`src/rtl/excp_ctrl_if.sv`:
```
// Register access port of the exception controller.
// master drives the access, slave (excp_ctrl) returns read data.
interface excp_ctrl_if;
   logic        cfg_we;
   logic [13:0] cfg_addr;
   logic [31:0] cfg_wmask;
   logic [31:0] cfg_wdata;
   logic [31:0] cfg_rdata;

   modport master (
      output cfg_we, cfg_addr, cfg_wmask, cfg_wdata,
      input  cfg_rdata
   );

   modport slave (
      input  cfg_we, cfg_addr, cfg_wmask, cfg_wdata,
      output cfg_rdata
   );
endinterface

```
`src/rtl/excp_ctrl.sv`:
```
// Exception/interrupt control registers with timer,
// exception/ERTN state update and redirect PC generation.
module excp_ctrl (
   input  logic        clk,
   input  logic        resetn,
   input  logic        exception_submit,
   input  logic [5:0]  ecode_submit,
   input  logic [8:0]  esubcode_submit,
   input  logic [31:0] exception_pc_submit,
   input  logic [31:0] exception_maddr_submit,
   input  logic        ertn_submit,
   input  logic [7:0]  hw_int,
   excp_ctrl_if.slave  cfg,
   output logic        has_interrupt,
   output logic [31:0] ex_entry
);

   localparam logic [13:0] A_CRMD   = 14'h00;
   localparam logic [13:0] A_PRMD   = 14'h01;
   localparam logic [13:0] A_ECFG   = 14'h04;
   localparam logic [13:0] A_ESTAT  = 14'h05;
   localparam logic [13:0] A_ERA    = 14'h06;
   localparam logic [13:0] A_BADV   = 14'h07;
   localparam logic [13:0] A_EENTRY = 14'h0C;
   localparam logic [13:0] A_TID    = 14'h40;
   localparam logic [13:0] A_TCFG   = 14'h41;
   localparam logic [13:0] A_TVAL   = 14'h42;
   localparam logic [13:0] A_TICLR  = 14'h44;

   logic [1:0]  plv, pplv;
   logic        ie, pie, da;
   logic [12:0] lie;
   logic [1:0]  is_sw;
   logic [7:0]  is_hw;
   logic        is_ti;
   logic [5:0]  ecode;
   logic [8:0]  esubcode;
   logic [31:0] era, badv, tid, tval;
   logic [25:0] eentry_va;
   logic        tcfg_en, tcfg_per;
   logic [29:0] tcfg_init;

   logic [31:0] wd, wm;
   logic [31:0] crmd_q, prmd_q, estat_q, tcfg_q;
   logic [3:0]  crmd_w;
   logic [2:0]  prmd_w;
   logic [12:0] ecfg_w;
   logic [1:0]  estat_w;
   logic [31:0] era_w, badv_w, tid_w, tcfg_w;
   logic [25:0] eentry_w;
   logic        wr_crmd, wr_prmd, wr_ecfg, wr_estat;
   logic        wr_era, wr_badv, wr_eentry, wr_tid;
   logic        wr_tcfg, wr_ticlr;
   logic        tmr_fire, ticlr_hit, badv_exc;

   assign wd = cfg.cfg_wdata;
   assign wm = cfg.cfg_wmask;

   assign crmd_q  = {28'b0, da, ie, plv};
   assign prmd_q  = {29'b0, pie, pplv};
   assign estat_q = {1'b0, esubcode, ecode, 3'b0,
                     1'b0, is_ti, 1'b0, is_hw, is_sw};
   assign tcfg_q  = {tcfg_init, tcfg_per, tcfg_en};

   assign crmd_w   = (crmd_q[3:0] & ~wm[3:0]) | (wd[3:0] & wm[3:0]);
   assign prmd_w   = (prmd_q[2:0] & ~wm[2:0]) | (wd[2:0] & wm[2:0]);
   assign ecfg_w   = (lie & ~wm[12:0]) | (wd[12:0] & wm[12:0]);
   assign estat_w  = (is_sw & ~wm[1:0]) | (wd[1:0] & wm[1:0]);
   assign era_w    = (era & ~wm) | (wd & wm);
   assign badv_w   = (badv & ~wm) | (wd & wm);
   assign tid_w    = (tid & ~wm) | (wd & wm);
   assign tcfg_w   = (tcfg_q & ~wm) | (wd & wm);
   assign eentry_w = (eentry_va & ~wm[31:6]) | (wd[31:6] & wm[31:6]);

   assign wr_crmd   = cfg.cfg_we & (cfg.cfg_addr == A_CRMD);
   assign wr_prmd   = cfg.cfg_we & (cfg.cfg_addr == A_PRMD);
   assign wr_ecfg   = cfg.cfg_we & (cfg.cfg_addr == A_ECFG);
   assign wr_estat  = cfg.cfg_we & (cfg.cfg_addr == A_ESTAT);
   assign wr_era    = cfg.cfg_we & (cfg.cfg_addr == A_ERA);
   assign wr_badv   = cfg.cfg_we & (cfg.cfg_addr == A_BADV);
   assign wr_eentry = cfg.cfg_we & (cfg.cfg_addr == A_EENTRY);
   assign wr_tid    = cfg.cfg_we & (cfg.cfg_addr == A_TID);
   assign wr_tcfg   = cfg.cfg_we & (cfg.cfg_addr == A_TCFG);
   assign wr_ticlr  = cfg.cfg_we & (cfg.cfg_addr == A_TICLR);

   assign tmr_fire  = ~wr_tcfg & tcfg_en & (tval == 32'd0);
   assign ticlr_hit = wr_ticlr & wd[0] & wm[0];
   assign badv_exc  = (ecode_submit == 6'h08) | (ecode_submit == 6'h09);

   // register state: cfg writes first, event updates override them
   always_ff @(posedge clk) begin
      if (!resetn) begin
         plv       <= 2'b0;
         ie        <= 1'b0;
         da        <= 1'b1;
         pplv      <= 2'b0;
         pie       <= 1'b0;
         lie       <= 13'b0;
         is_sw     <= 2'b0;
         is_hw     <= 8'b0;
         is_ti     <= 1'b0;
         ecode     <= 6'b0;
         esubcode  <= 9'b0;
         era       <= 32'b0;
         badv      <= 32'b0;
         eentry_va <= 26'b0;
         tid       <= 32'b0;
         tcfg_en   <= 1'b0;
         tcfg_per  <= 1'b0;
         tcfg_init <= 30'b0;
         tval      <= 32'b0;
      end else begin
         is_hw <= hw_int;
         if (wr_crmd) {da, ie, plv} <= crmd_w;
         if (wr_prmd) {pie, pplv} <= prmd_w;
         if (wr_ecfg) lie <= ecfg_w;
         if (wr_estat) is_sw <= estat_w;
         if (wr_era) era <= era_w;
         if (wr_badv) badv <= badv_w;
         if (wr_eentry) eentry_va <= eentry_w;
         if (wr_tid) tid <= tid_w;
         if (ticlr_hit) is_ti <= 1'b0;
         if (wr_tcfg) begin
            {tcfg_init, tcfg_per, tcfg_en} <= tcfg_w;
            tval <= {tcfg_w[31:2], 2'b00};
         end else if (tcfg_en) begin
            if (tval != 32'd0) begin
               tval <= tval - 32'd1;
            end else begin
               is_ti <= 1'b1;
               if (tcfg_per) tval <= {tcfg_init, 2'b00};
               else tcfg_en <= 1'b0;
            end
         end
         if (exception_submit) begin
            pplv     <= plv;
            pie      <= ie;
            plv      <= 2'b0;
            ie       <= 1'b0;
            era      <= exception_pc_submit;
            ecode    <= ecode_submit;
            esubcode <= esubcode_submit;
            if (badv_exc) badv <= exception_maddr_submit;
         end else if (ertn_submit) begin
            plv <= pplv;
            ie  <= pie;
         end
      end
   end

   // combinational register read mux
   always_comb begin
      cfg.cfg_rdata = 32'b0;
      case (cfg.cfg_addr)
         A_CRMD:   cfg.cfg_rdata = crmd_q;
         A_PRMD:   cfg.cfg_rdata = prmd_q;
         A_ECFG:   cfg.cfg_rdata = {19'b0, lie};
         A_ESTAT:  cfg.cfg_rdata = estat_q;
         A_ERA:    cfg.cfg_rdata = era;
         A_BADV:   cfg.cfg_rdata = badv;
         A_EENTRY: cfg.cfg_rdata = {eentry_va, 6'b0};
         A_TID:    cfg.cfg_rdata = tid;
         A_TCFG:   cfg.cfg_rdata = tcfg_q;
         A_TVAL:   cfg.cfg_rdata = tval;
         default:  cfg.cfg_rdata = 32'b0;
      endcase
   end

   // redirect target and interrupt request
   always_comb begin
      ex_entry = {eentry_va, 6'b0};
      if (!exception_submit && ertn_submit) ex_entry = era;
      has_interrupt = ie & |(estat_q[12:0] & lie);
   end

endmodule
```
`src/flat_wrapper.sv`:
```
// flat-port wrapper written by rule: the top's interface ports become plain ports
module excp_ctrl_flat 
  (clk, resetn, exception_submit, ecode_submit, esubcode_submit, exception_pc_submit, exception_maddr_submit, ertn_submit, hw_int, has_interrupt, ex_entry, cfg_cfg_we, cfg_cfg_addr, cfg_cfg_wmask, cfg_cfg_wdata, cfg_cfg_rdata);
  excp_ctrl_if cfg_i ();
  input  logic clk;
  input  logic resetn;
  input  logic exception_submit;
  input  logic [5:0] ecode_submit;
  input  logic [8:0] esubcode_submit;
  input  logic [31:0] exception_pc_submit;
  input  logic [31:0] exception_maddr_submit;
  input  logic ertn_submit;
  input  logic [7:0] hw_int;
  output logic has_interrupt;
  output logic [31:0] ex_entry;
  input wire logic [$bits(cfg_i.cfg_we)-1:0] cfg_cfg_we;
  input wire logic [$bits(cfg_i.cfg_addr)-1:0] cfg_cfg_addr;
  input wire logic [$bits(cfg_i.cfg_wmask)-1:0] cfg_cfg_wmask;
  input wire logic [$bits(cfg_i.cfg_wdata)-1:0] cfg_cfg_wdata;
  output wire logic [$bits(cfg_i.cfg_rdata)-1:0] cfg_cfg_rdata;
  assign cfg_i.cfg_we = cfg_cfg_we;
  assign cfg_i.cfg_addr = cfg_cfg_addr;
  assign cfg_i.cfg_wmask = cfg_cfg_wmask;
  assign cfg_i.cfg_wdata = cfg_cfg_wdata;
  assign cfg_cfg_rdata = cfg_i.cfg_rdata;
  excp_ctrl u_core (.clk(clk), .resetn(resetn), .exception_submit(exception_submit), .ecode_submit(ecode_submit), .esubcode_submit(esubcode_submit), .exception_pc_submit(exception_pc_submit), .exception_maddr_submit(exception_maddr_submit), .ertn_submit(ertn_submit), .hw_int(hw_int), .cfg(cfg_i), .has_interrupt(has_interrupt), .ex_entry(ex_entry));
endmodule
```
`config.mk`:
```
export PLATFORM = sky130hd
export DESIGN_NAME = excp_ctrl_flat
export DESIGN_NICKNAME = d
export VERILOG_FILES = /design/src/rtl/excp_ctrl_if.sv /design/src/rtl/excp_ctrl.sv /design/src/flat_wrapper.sv
export SDC_FILE = /design/constraint.sdc
export NUM_CORES = 1
export LEC_CHECK = 0
export ABC_AREA = 1
export BUFFER_PORTS_ARGS = -buffer_cell sky130_fd_sc_hd__buf_2
export CORE_ASPECT_RATIO = 2
export CORE_MARGIN = 2
export CORE_UTILIZATION = 42
export DETAILED_ROUTE_END_ITERATION = 8
export SLEW_MARGIN = 20
export SYNTH_ARGS = -nofsm -noshare
export SYNTH_HDL_FRONTEND = slang
export SYNTH_SLANG_ARGS = --single-unit
```
`constraint.sdc`:
```
create_clock -name clk -period 1.8 [get_ports clk]
set_input_delay 0.27 -clock clk [delete_from_list [all_inputs] [get_ports clk]]
set_output_delay 0.27 -clock clk [all_outputs]
set_load 0.02 [all_outputs]
```
==> metrics.md, run 1 <==
| Metric | Value |
|---|---|
| Status | `complete, but fails checks` |
| Failing checks | `setup timing` |
| Clk buf depth | `3` |
| RSZ-0062 raised after global routing | `yes` |
| GR Overflow Total | `0` |
| # fillers | `2963` |
| CP endpoint kind | `primary output` |
| Leakage Power | `8.12 nW` |
| H-Tree Depth | `1` |
| CP required | `1530 ps` |
| Final worst slack | `-265 ps` |
| Commonest cells post-synth | `nand2_1 (412), nor2_1 (258), o21ai_0 (249)` |
| DRT Pass-1 Iters | `6` |
| Register area | `4660 um2` |
| Number of synthesized flops with an enable pin | `0` |
| Post-synthesis cell count | `2061` |
| CTS tree | `yes` |
| Library cells used by synthesis | `41` |
| GPL Wtd Cong | `0.973` |
| Slew headroom | `0.647` |
| Pin count of the biggest net entering global routing | `86` |
| HPWL after DPL | `40.5 mm` |
| Placed Instance Area | `16300 um2` |
| Leading cell type by number of instances after synthesis | `nand2_1` |
| Clock Skew | `12.6 ps` |
| Clock-pin slew on the worst setup and hold paths | `60 ps` |
| Hold_ws | `5.58 ps` |
| Number of global-route vias before repair | `15264` |
| Vias | `16371` |
| Routed wire per std cell | `20.3 um` |
| Die area | `33000 um2` |
| Area of the multi-input gates | `8370 um2` |
| GR Util All Layers | `0.339` |
| Largest fanout on the critical path | `13` |
| Max Fclk | `484 MHz` |
| Hold Path Class | `input port to flip-flop` |
| Die X | `129 um` |
| Minimum clock period | `2060 ps` |
| Effective utilization at floorplan | `0.423` |
| Final hold vios | `0` |
| Layout cell share with drive strength beyond 1 | `0.330` |
| Clock sinks | `232` |
| Power per cell area | `605 nW/um2` |
| Arrival @ worst endpoint | `1790 ps` |
| Post-Syn Area per Cell | `6.42 um2` |
| Count of input and output buffers | `234` |
| Die Y | `255 um` |
| Post-synthesis register bit count | `232` |
| I/O pin cnt | `235` |
| Slew Viols, Final | `0` |
| Synth top area share | `0.351` |
| Initial antenna violation count | `4` |
| Syn Std Cell Area | `13200 um2` |
| Final TNS setup | `-9970 ps` |
| Synth area leaders | `dfxtp_1 (35%), nand2_1 (12%), o21ai_0 (9.4%)` |
| Worst Setup Start Kind | `input port` |
| First-pass GRT wire length | `86.8 mm` |
| Endpoints failing setup | `77` |
| DR vias/cell | `5.63` |
| Area leader, netlist | `dfxtp_1` |
| Peak supply drop | `742 uV` |
| Number of max-cap violations | `0` |
| P&R area growth vs syn | `47.4%` |
| Detailed Route WL | `59.1 mm` |
| Synthesis Warnings | `0` |
| Fin area | `19500 um2` |
| Number of CTS-inserted buffers | `24` |
| Rows | `92` |
| Sequential fraction of the synthesis area | `0.351` |
| Core Area | `31300 um2` |
| Critical path type | `input port to primary output` |
| Tcrit/Tclk final | `1.15` |
| Antenna Nets Post-Route | `0` |
| # DRC | `0` |
| Worst skew pair latency | `550 ps` |
| NumNets Final | `2640` |
| Post-Syn Nets | `2233` |
| Total power | `11.8 mW` |
| CTS root buffer | `clkbuf_16` |
| Post-synth ARST share | `0` |
| Tightest Pin Transition | `528 ps` |
| 1st-iter DRT viols | `1695` |
| Prevailing post-synth register cell | `dfxtp_1` |
## cell type report
class,instances,share of cell area
Sequential cell,232,0.239
Clock buffer,36,0.0373
Multi-Input combinational cell,1507,0.429
Tap cell,423,0.0271
Antenna cell,3,0.000385
Clock inverter,6,0.00436
Inverter,207,0.0418
Timing Repair Buffer,496,0.221
## routing by layer
layer / wire length, um / share of wire / global-route usage
met4: 3110 / 0.053 / 0.143
met5: 13 / 0.00022 / 0
met2: 26800 / 0.45 / 0.541
met3: 5260 / 0.089 / 0.0493
met1: 23900 / 0.41 / 0.455
## power breakdown
group	switching, mW	internal [mW]	leakage, nW
Sequential	0.0657	5.22	1.89
Combinational	0.733	0.441	5.84
Clock	2.27	3.07	0.394
## metrics by stage
step                      utilization  setup slack (ps)  cells
after floorplan                     -             -12.4   2061
after global placement          0.519              -326   2789
after detailed placement        0.519              -306   2789
after CTS                       0.584              -219   2882
after global routing            0.623              -333   2910
final                           0.623              -265   2910
## worst max-delay path: stages
cell and delay (ps):
buf_2 120, nor2_1 130, nand2_1 120, nor2_4 210
nand2_4 110, buf_12 180, buf_4 140, o21ai_0 130
nor2_1 70, o211ai_1 110, buf_4 190
## cell families after synthesis
family	after synthesis	synth area share
fa+ha+maj	2	0.00189
xor+xnor	10	0.00662
simple gates	899	0.291
buf+inv	322	0.0980
compound gates	579	0.237
mux	17	0.0145
flops	232	0.351
## repair_timing
action | 4_1_cts | 5_1_grt
gates cloned | 5 | 8
pin swaps | 54 | 88
endpoints found under the setup margin | 60 | 105
hold buffers | 26 | 0
endpoints found under the hold margin | 26 | 0
buffers inserted | 22 | 17
gates resized for setup | 229 | 246
## final timing paths
path,from,endpoint,slack [ps],cells after the start
worst min register to register,flip-flop,flip-flop,450,2
worst max-delay path,cfg_cfg_addr[7],cfg_cfg_rdata[13],-260,11
worst max register to register,u_core.tval[0]$_SDFFE_PP0P_,u_core.tval[30]$_SDFFE_PN0P_,-50,15
worst min-delay path,exception_pc_submit[29],flip-flop,6,3
## layout by cell type (no fill, tap or decap), types with 62 or more instances in the layout
cell type  synthesis  layout
a21oi_1          165     127
buf_2             26     192
buf_4              7     159
buf_6              2      62
dfxtp_1          232     222
inv_1            195     165
nand2_1          412     385
nand3_1          151     113
nor2_1           258     220
o21ai_0          249     184
Power figures use the tool's default switching activity.
==> run 2, diff against run 1 <==
--- a/config.mk
+++ b/config.mk
@@ -5,7 +5,6 @@
 export SDC_FILE = /design/constraint.sdc
 export NUM_CORES = 1
 export LEC_CHECK = 0
-export ABC_AREA = 1
 export BUFFER_PORTS_ARGS = -buffer_cell sky130_fd_sc_hd__buf_2
 export CORE_ASPECT_RATIO = 2
 export CORE_MARGIN = 2
==> constraint.sdc (replaced) <==
create_clock -name clk -period 2.4 [get_ports clk]
set_input_delay 0.36 -clock clk [delete_from_list [all_inputs] [get_ports clk]]
set_output_delay 0.36 -clock clk [all_outputs]
set_load 0.02 [all_outputs]
==> run 2 against run 1 <==
Compared with the run above:
- the flow still finishes with violations (setup timing)
- sequential share of layout area grew 3.5 points
- global-route usage shrank 4.4 points
- clock power shrank 20%
- via count shrank 17%
- hold slack gained 1.9 ps
- synthesized area shrank 5.6%
- highest routed layer is now met4
==> metrics.md, run 2 <==
| Metric | Value |
|---|---|
| Post-Syn Area per Cell | `7.90 um2` |
| Slew Viols, Final | `0` |
| Slew headroom | `0.488` |
| CP endpoint kind | `flip-flop` |
| # DRC | `0` |
| Commonest non-fill, non-tap cells in the layout | `nand2_1 (266), dfxtp_1 (228), buf_2 (198)` |
| Minimum clock period | `2590 ps` |
| Critical path type | `flip-flop to flip-flop` |
| Placed Cells | `2175` |
| First-pass GRT wire length | `73.4 mm` |
| GR Overflow Total | `0` |
| Post-synthesis cell count | `1581` |
| CTS tree | `yes` |
| Die X | `126 um` |
| Antenna Nets Post-Route | `0` |
| Failing checks | `setup timing` |
| Die area | `31200 um2` |
| Peak supply drop | `556 uV` |
| Effective utilization at floorplan | `0.425` |
| Synth top area share | `0.372` |
| Detailed Route WL | `50.1 mm` |
| Endpoints failing setup | `63` |
| Final TNS setup | `-5560 ps` |
| CP required | `2840 ps` |
| Clock sinks | `232` |
| Post-Syn Nets | `1753` |
| Final worst slack | `-186 ps` |
| Final core occ | `0.577` |
| R2R cell count | `7` |
| Number of global-route vias before repair | `13357` |
| Core Area | `29400 um2` |
| Library cells used by synthesis | `65` |
| Arrival @ worst endpoint | `3020 ps` |
| Diode count | `0` |
| Initial antenna violation count | `0` |
| DRT Pass-1 Iters | `7` |
| Status | `complete, but fails checks` |
| Post-synthesis register bit count | `232` |
| Non-filler cells, final | `2253` |
| Die Y | `248 um` |
| Synth area leaders | `dfxtp_1 (37%), mux2i_1 (9.4%), nand2_1 (8.2%)` |
| Largest fanout on the critical path | `13` |
| Rows | `89` |
| Number of max-cap violations | `0` |
| Clock-pin slew on the worst setup and hold paths | `70 ps` |
| Total power | `8.92 mW` |
| P&R area growth vs syn | `35.7%` |
| Routed wire per std cell | `22.2 um` |
| Worst skew pair latency | `550 ps` |
| Count of input and output buffers | `234` |
| Sequential fraction of the synthesis area | `0.372` |
| Worst reg2reg path startpoint | `u_core.tval[27]$_SDFFE_PN0P_` |
| DR vias/cell | `6.06` |
| Number of synthesized flops with an enable pin | `0` |
| Final hold vios | `0` |
| Setup crit end | `u_core.tval[24]$_SDFFE_PN0P_` |
| NumNets Final | `2044` |
| Tightest Pin Transition | `768 ps` |
| Hold path depth | `3` |
| Syn Std Cell Area | `12500 um2` |
| I/O pin cnt | `235` |
| Tcrit/Tclk final | `1.08` |
| HPWL after DPL | `34.4 mm` |
| Area leader, netlist | `dfxtp_1` |
| Pin count of the biggest net entering global routing | `78` |
| Hold path start | `exception_maddr_submit[30]` |
| Leading cell type by number of instances after synthesis | `nand2_1` |
| RR Endpoint | `u_core.tval[24]$_SDFFE_PN0P_` |
| Prevailing post-synth register cell | `dfxtp_1` |
| Power per cell area | `526 nW/um2` |
| Clk buf depth | `3` |
| Post-synth ARST share | `0` |
| Clock Skew | `12.6 ps` |
| Hold Path Class | `input port to flip-flop` |
| Critical Path Source | `u_core.tval[27]$_SDFFE_PN0P_` |
| Number of CTS-inserted buffers | `24` |
| Leakage Power | `7.06 nW` |
| CTS root buffer | `clkbuf_16` |
| 1st-iter DRT viols | `1074` |
| Most common cell after layout, fill and taps aside | `nand2_1` |
| RSZ-0062 raised after global routing | `yes` |
| Layout cell share with drive strength beyond 1 | `0.301` |
| Synthesis Warnings | `0` |
| GPL Wtd Cong | `0.937` |
| R2R setup slack | `-190 ps` |
| Max Fclk | `387 MHz` |
| H-Tree Depth | `1` |
| Vias | `13654` |
| Commonest cells post-synth | `nand2_1 (272), dfxtp_1 (232), a21oi_1 (138)` |
| GR Util All Layers | `0.295` |
| Worst Setup Start Kind | `flip-flop` |
[run 2: cell types whose count changed in the layout (fill, tap and decap cells not counted), sizes merged, moves of 25 or more]
cell,delta
inv,-194
dlygate4sd3,-25
buf,-60
mux2i,+117
o211ai,-30
a222oi,+51
nor2,-195
o22ai,-57
nand3,-36
a21oi,-27
nand2,-159
o21ai,-150
[run 2: worst max-delay path, stage by stage, from the launching register on]
cell and delay [ps]:
dfxtp_2 320, or4_4 540, or4_4 560, or3_4 460, buf_12 180, o21ai_2 120, a21oi_1 50, o221a_1 240
[run 2: logic make-up after synthesis]
logic type               synth area share
AO/OA/AOI/OAI                       0.219
XOR/XNOR                           0.0147
adder cells (fa/ha/maj)           0.00200
buffers and inverters              0.0516
flip-flops                          0.372
multiplexers                        0.119
AND/OR/NAND/NOR                     0.221
[run 2: how the worst min path moves through the flow]
stage | to | slack [ps]
4_1_cts | u_core.badv[9]$_SDFF_PN0_ | 2
6_report | u_core.badv[30]$_SDFF_PN0_ | 7
3_3_place_gp | flip-flop | 440
5_1_grt | u_core.is_hw[1]$_SDFF_PN0_ | 30
2_1_floorplan | flip-flop | 440
3_5_place_dp | flip-flop | 450
[run 2: power by group]
| part | leakage [nW] | switching, mW | internal, mW |
|---|---|---|---|
| Combinational | 4.74 | 0.430 | 0.259 |
| Sequential | 1.88 | 0.0515 | 3.92 |
| Clock | 0.434 | 1.68 | 2.58 |
| Total | 7.06 | 2.17 | 6.75 |
[run 2: timing repair]
action                     CTS  global route
setup endpoints to repair   59            65
resized for setup           78           101
buffers inserted            10            15
pin swaps                   38            54
hold endpoints to repair     1             0
hold buffers                 1             0
gates cloned                 6             8
[run 2: per-stage QoR]
step | hold slack, ps | setup slack [ps] | instance area [um2]
CTS | 1.85 | -246 | 16400
finish | 7.46 | -186 | 17000
floorplan | 436 | -328 | 12700
global route | 29.9 | -280 | 17000
global placement | 442 | -283 | 15000
detailed placement | 446 | -316 | 15000
[run 2: routing by layer]
layer,share of wire,global-route usage,vias up
li1,-,-,6417
met3,0.052,0.0313,166
met2,0.54,0.567,550
met4,0.063,0.163,0
met5,0,0,-
met1,0.35,0.307,6521
[run 2: area by class of cell]
class,instances,area [um2]
fill,2713,12400
multi-input combinational,1193,7620
sequential,232,4650
timing repair buffer,411,3310
inverter,10,38.8
clock inverter,15,231
clock buffer,28,647
tap,364,455
==> run 3, diff against run 2 <==
--- a/config.mk
+++ b/config.mk
@@ -14,3 +14,4 @@
 export SYNTH_ARGS = -nofsm -noshare
 export SYNTH_HDL_FRONTEND = slang
 export SYNTH_SLANG_ARGS = --single-unit
+export TNS_END_PERCENT = 1
==> run 3 against run 2 <==
Compared with the run above:
- the flow still finishes with violations (setup timing)
- final cell count fell by 1.6%
- critical path depth rose by 2
- clock-buffer cell count increased by 7
- combinational power down 0.7%
- total power decreased by 4.8%
- via count down 2.8%
- clock skew up 3.6 ps
- utilization decreased by 3.2 points
- hold slack better by 12 ps
- first-iteration DRC count fell by 6.3%
- worst setup slack better by 22 ps
==> metrics.md, run 3 (synthesis gave the netlist of run 2 again) <==
| Metric | Value |
|---|---|
| Minimum clock period | `2560 ps` |
| H-Tree Depth | `1` |
| Status | `complete, but fails checks` |
| Endpoints failing setup | `33` |
| Number of max-cap violations | `0` |
| CTS root buffer | `clkbuf_16` |
| Most common cell after layout, fill and taps aside | `nand2_1` |
| I/O pin cnt | `235` |
| Pin count of the biggest net entering global routing | `78` |
| CP required | `2860 ps` |
| Tcrit/Tclk final | `1.07` |
| Die area | `31200 um2` |
| Placed Instance Area | `14900 um2` |
| Final core occ | `0.544` |
| # fillers | `2815` |
| # DRC | `0` |
| DRT Pass-1 Iters | `6` |
| Layout cell share with drive strength beyond 1 | `0.272` |
| Total power | `8.49 mW` |
| Tightest Pin Transition | `679 ps` |
| Critical path type | `flip-flop to flip-flop` |
| Core Area | `29400 um2` |
| Power per cell area | `530 nW/um2` |
| CTS tree | `yes` |
| Count of input and output buffers | `234` |
| GPL Wtd Cong | `0.934` |
| Arrival @ worst endpoint | `3030 ps` |
| Worst Setup Start Kind | `flip-flop` |
| Commonest non-fill, non-tap cells in the layout | `nand2_1 (270), dfxtp_1 (229), buf_2 (221)` |
| Clock Skew | `16.2 ps` |
| Vias | `13266` |
| Non-filler cells, final | `2217` |
| Leakage Power | `6.66 nW` |
| Fin area | `16000 um2` |
| Slew headroom | `0.541` |
| DR vias/cell | `5.98` |
| Hold Path Class | `input port to flip-flop` |
| Routed wire per std cell | `21.0 um` |
| Final worst slack | `-164 ps` |
| Detailed Route WL | `46.6 mm` |
| Rows | `89` |
| Placed Cells | `2170` |
| GR Util All Layers | `0.288` |
| First-pass GRT wire length | `72.0 mm` |
| Max Fclk | `390 MHz` |
| Die X | `126 um` |
| Slew Viols, Final | `0` |
| Peak supply drop | `527 uV` |
| Largest fanout on the critical path | `5` |
| Die Y | `248 um` |
| Failing checks | `setup timing` |
| HPWL after DPL | `34.3 mm` |
| Clock-pin slew on the worst setup and hold paths | `70 ps` |
| CP endpoint kind | `flip-flop` |
| Worst skew pair latency | `550 ps` |
| P&R area growth vs syn | `28.1%` |
| Number of global-route vias before repair | `13333` |
| Initial antenna violation count | `0` |
| RSZ-0062 raised after global routing | `yes` |
| GR Overflow Total | `0` |
| Final TNS setup | `-3360 ps` |
| Clock sinks | `232` |
| Diode count | `0` |
| 1st-iter DRT viols | `1006` |
| Final hold vios | `0` |
| Effective utilization at floorplan | `0.425` |
| Antenna Nets Post-Route | `0` |
| Number of CTS-inserted buffers | `24` |
| Clk buf depth | `3` |
| NumNets Final | `2012` |
## run 3: cell types whose count changed in the layout (fill, tap and decap cells not counted), sizes merged
| cell | delta |
|---|---|
| clkinv | -4 |
| dlygate4sd3 | +3 |
| clkinvlp | -1 |
| bufinv | -5 |
| inv | -1 |
| buf | -28 |
## run 3: critical path: stages (launching register included)
cell	delay (ps)
dfxtp_2	330
inv_2	60
ha_1	130
or4b_4	450
or4_4	460
nor3_2	310
buf_4	220
a211oi_1	60
a311o_1	320
o21ai_0	150
## run 3: routing by layer
metal | global-route usage | vias to the layer above | wire length [um]
met2 | 0.549 | 479 | 25000
met4 | 0.169 | 0 | 2640
li1 | - | 6326 | -
met5 | 0 | - | 0
met3 | 0.0278 | 132 | 2060
met1 | 0.303 | 6329 | 16800
## run 3: path summary, 6_finish.rpt
path	slack (ps)	cells after the start	start	to
worst max-delay path	-160	9	u_core.tval[0]$_SDFFE_PP0P_	u_core.tval[31]$_SDFFE_PN0P_
worst min-delay path	20	3	exception_maddr_submit[14]	u_core.badv[14]$_SDFF_PN0_
worst max register to register	-160	9	u_core.tval[0]$_SDFFE_PP0P_	u_core.tval[31]$_SDFFE_PN0P_
worst min register to register	460	2	flip-flop	flip-flop
## run 3: metrics by stage
step | setup WS (ps) | hold WS (ps)
floorplan | -328 | 436
global placement | -253 | 442
detailed placement | -327 | 450
CTS | -213 | 2.09
global route | -252 | 15.7
finish | -164 | 19.5
## run 3: what timing repair did
item / 4_1_cts / 5_1_grt
endpoints found under the setup margin: 65 / 66
pin swaps: 5 / 20
hold endpoints to repair: 4 / 0
buffers inserted: 3 / 0
hold buffers: 4 / 0
resized for setup: 34 / 52
gates cloned: 1 / 0
## run 3: power by group
| group | total, mW | leakage (nW) | internal, mW | switching [mW] |
|---|---|---|---|---|
| sequential | 3.97 | 1.88 | 3.92 | 0.0529 |
| combinational | 0.684 | 4.38 | 0.257 | 0.428 |
| clock | 3.83 | 0.394 | 2.23 | 1.60 |
| total | 8.49 | 6.66 | 6.41 | 2.08 |
## run 3: layout make-up
class | count | area [um2] | share of cell area
clock inverter | 4 | 45.0 | 0.00281
multi-input combinational | 1193 | 7450 | 0.466
timing repair buffer | 379 | 2620 | 0.164
tap | 364 | 455 | 0.0285
inverter | 10 | 38.8 | 0.00242
clock buffer | 35 | 743 | 0.0464
sequential | 232 | 4650 | 0.290
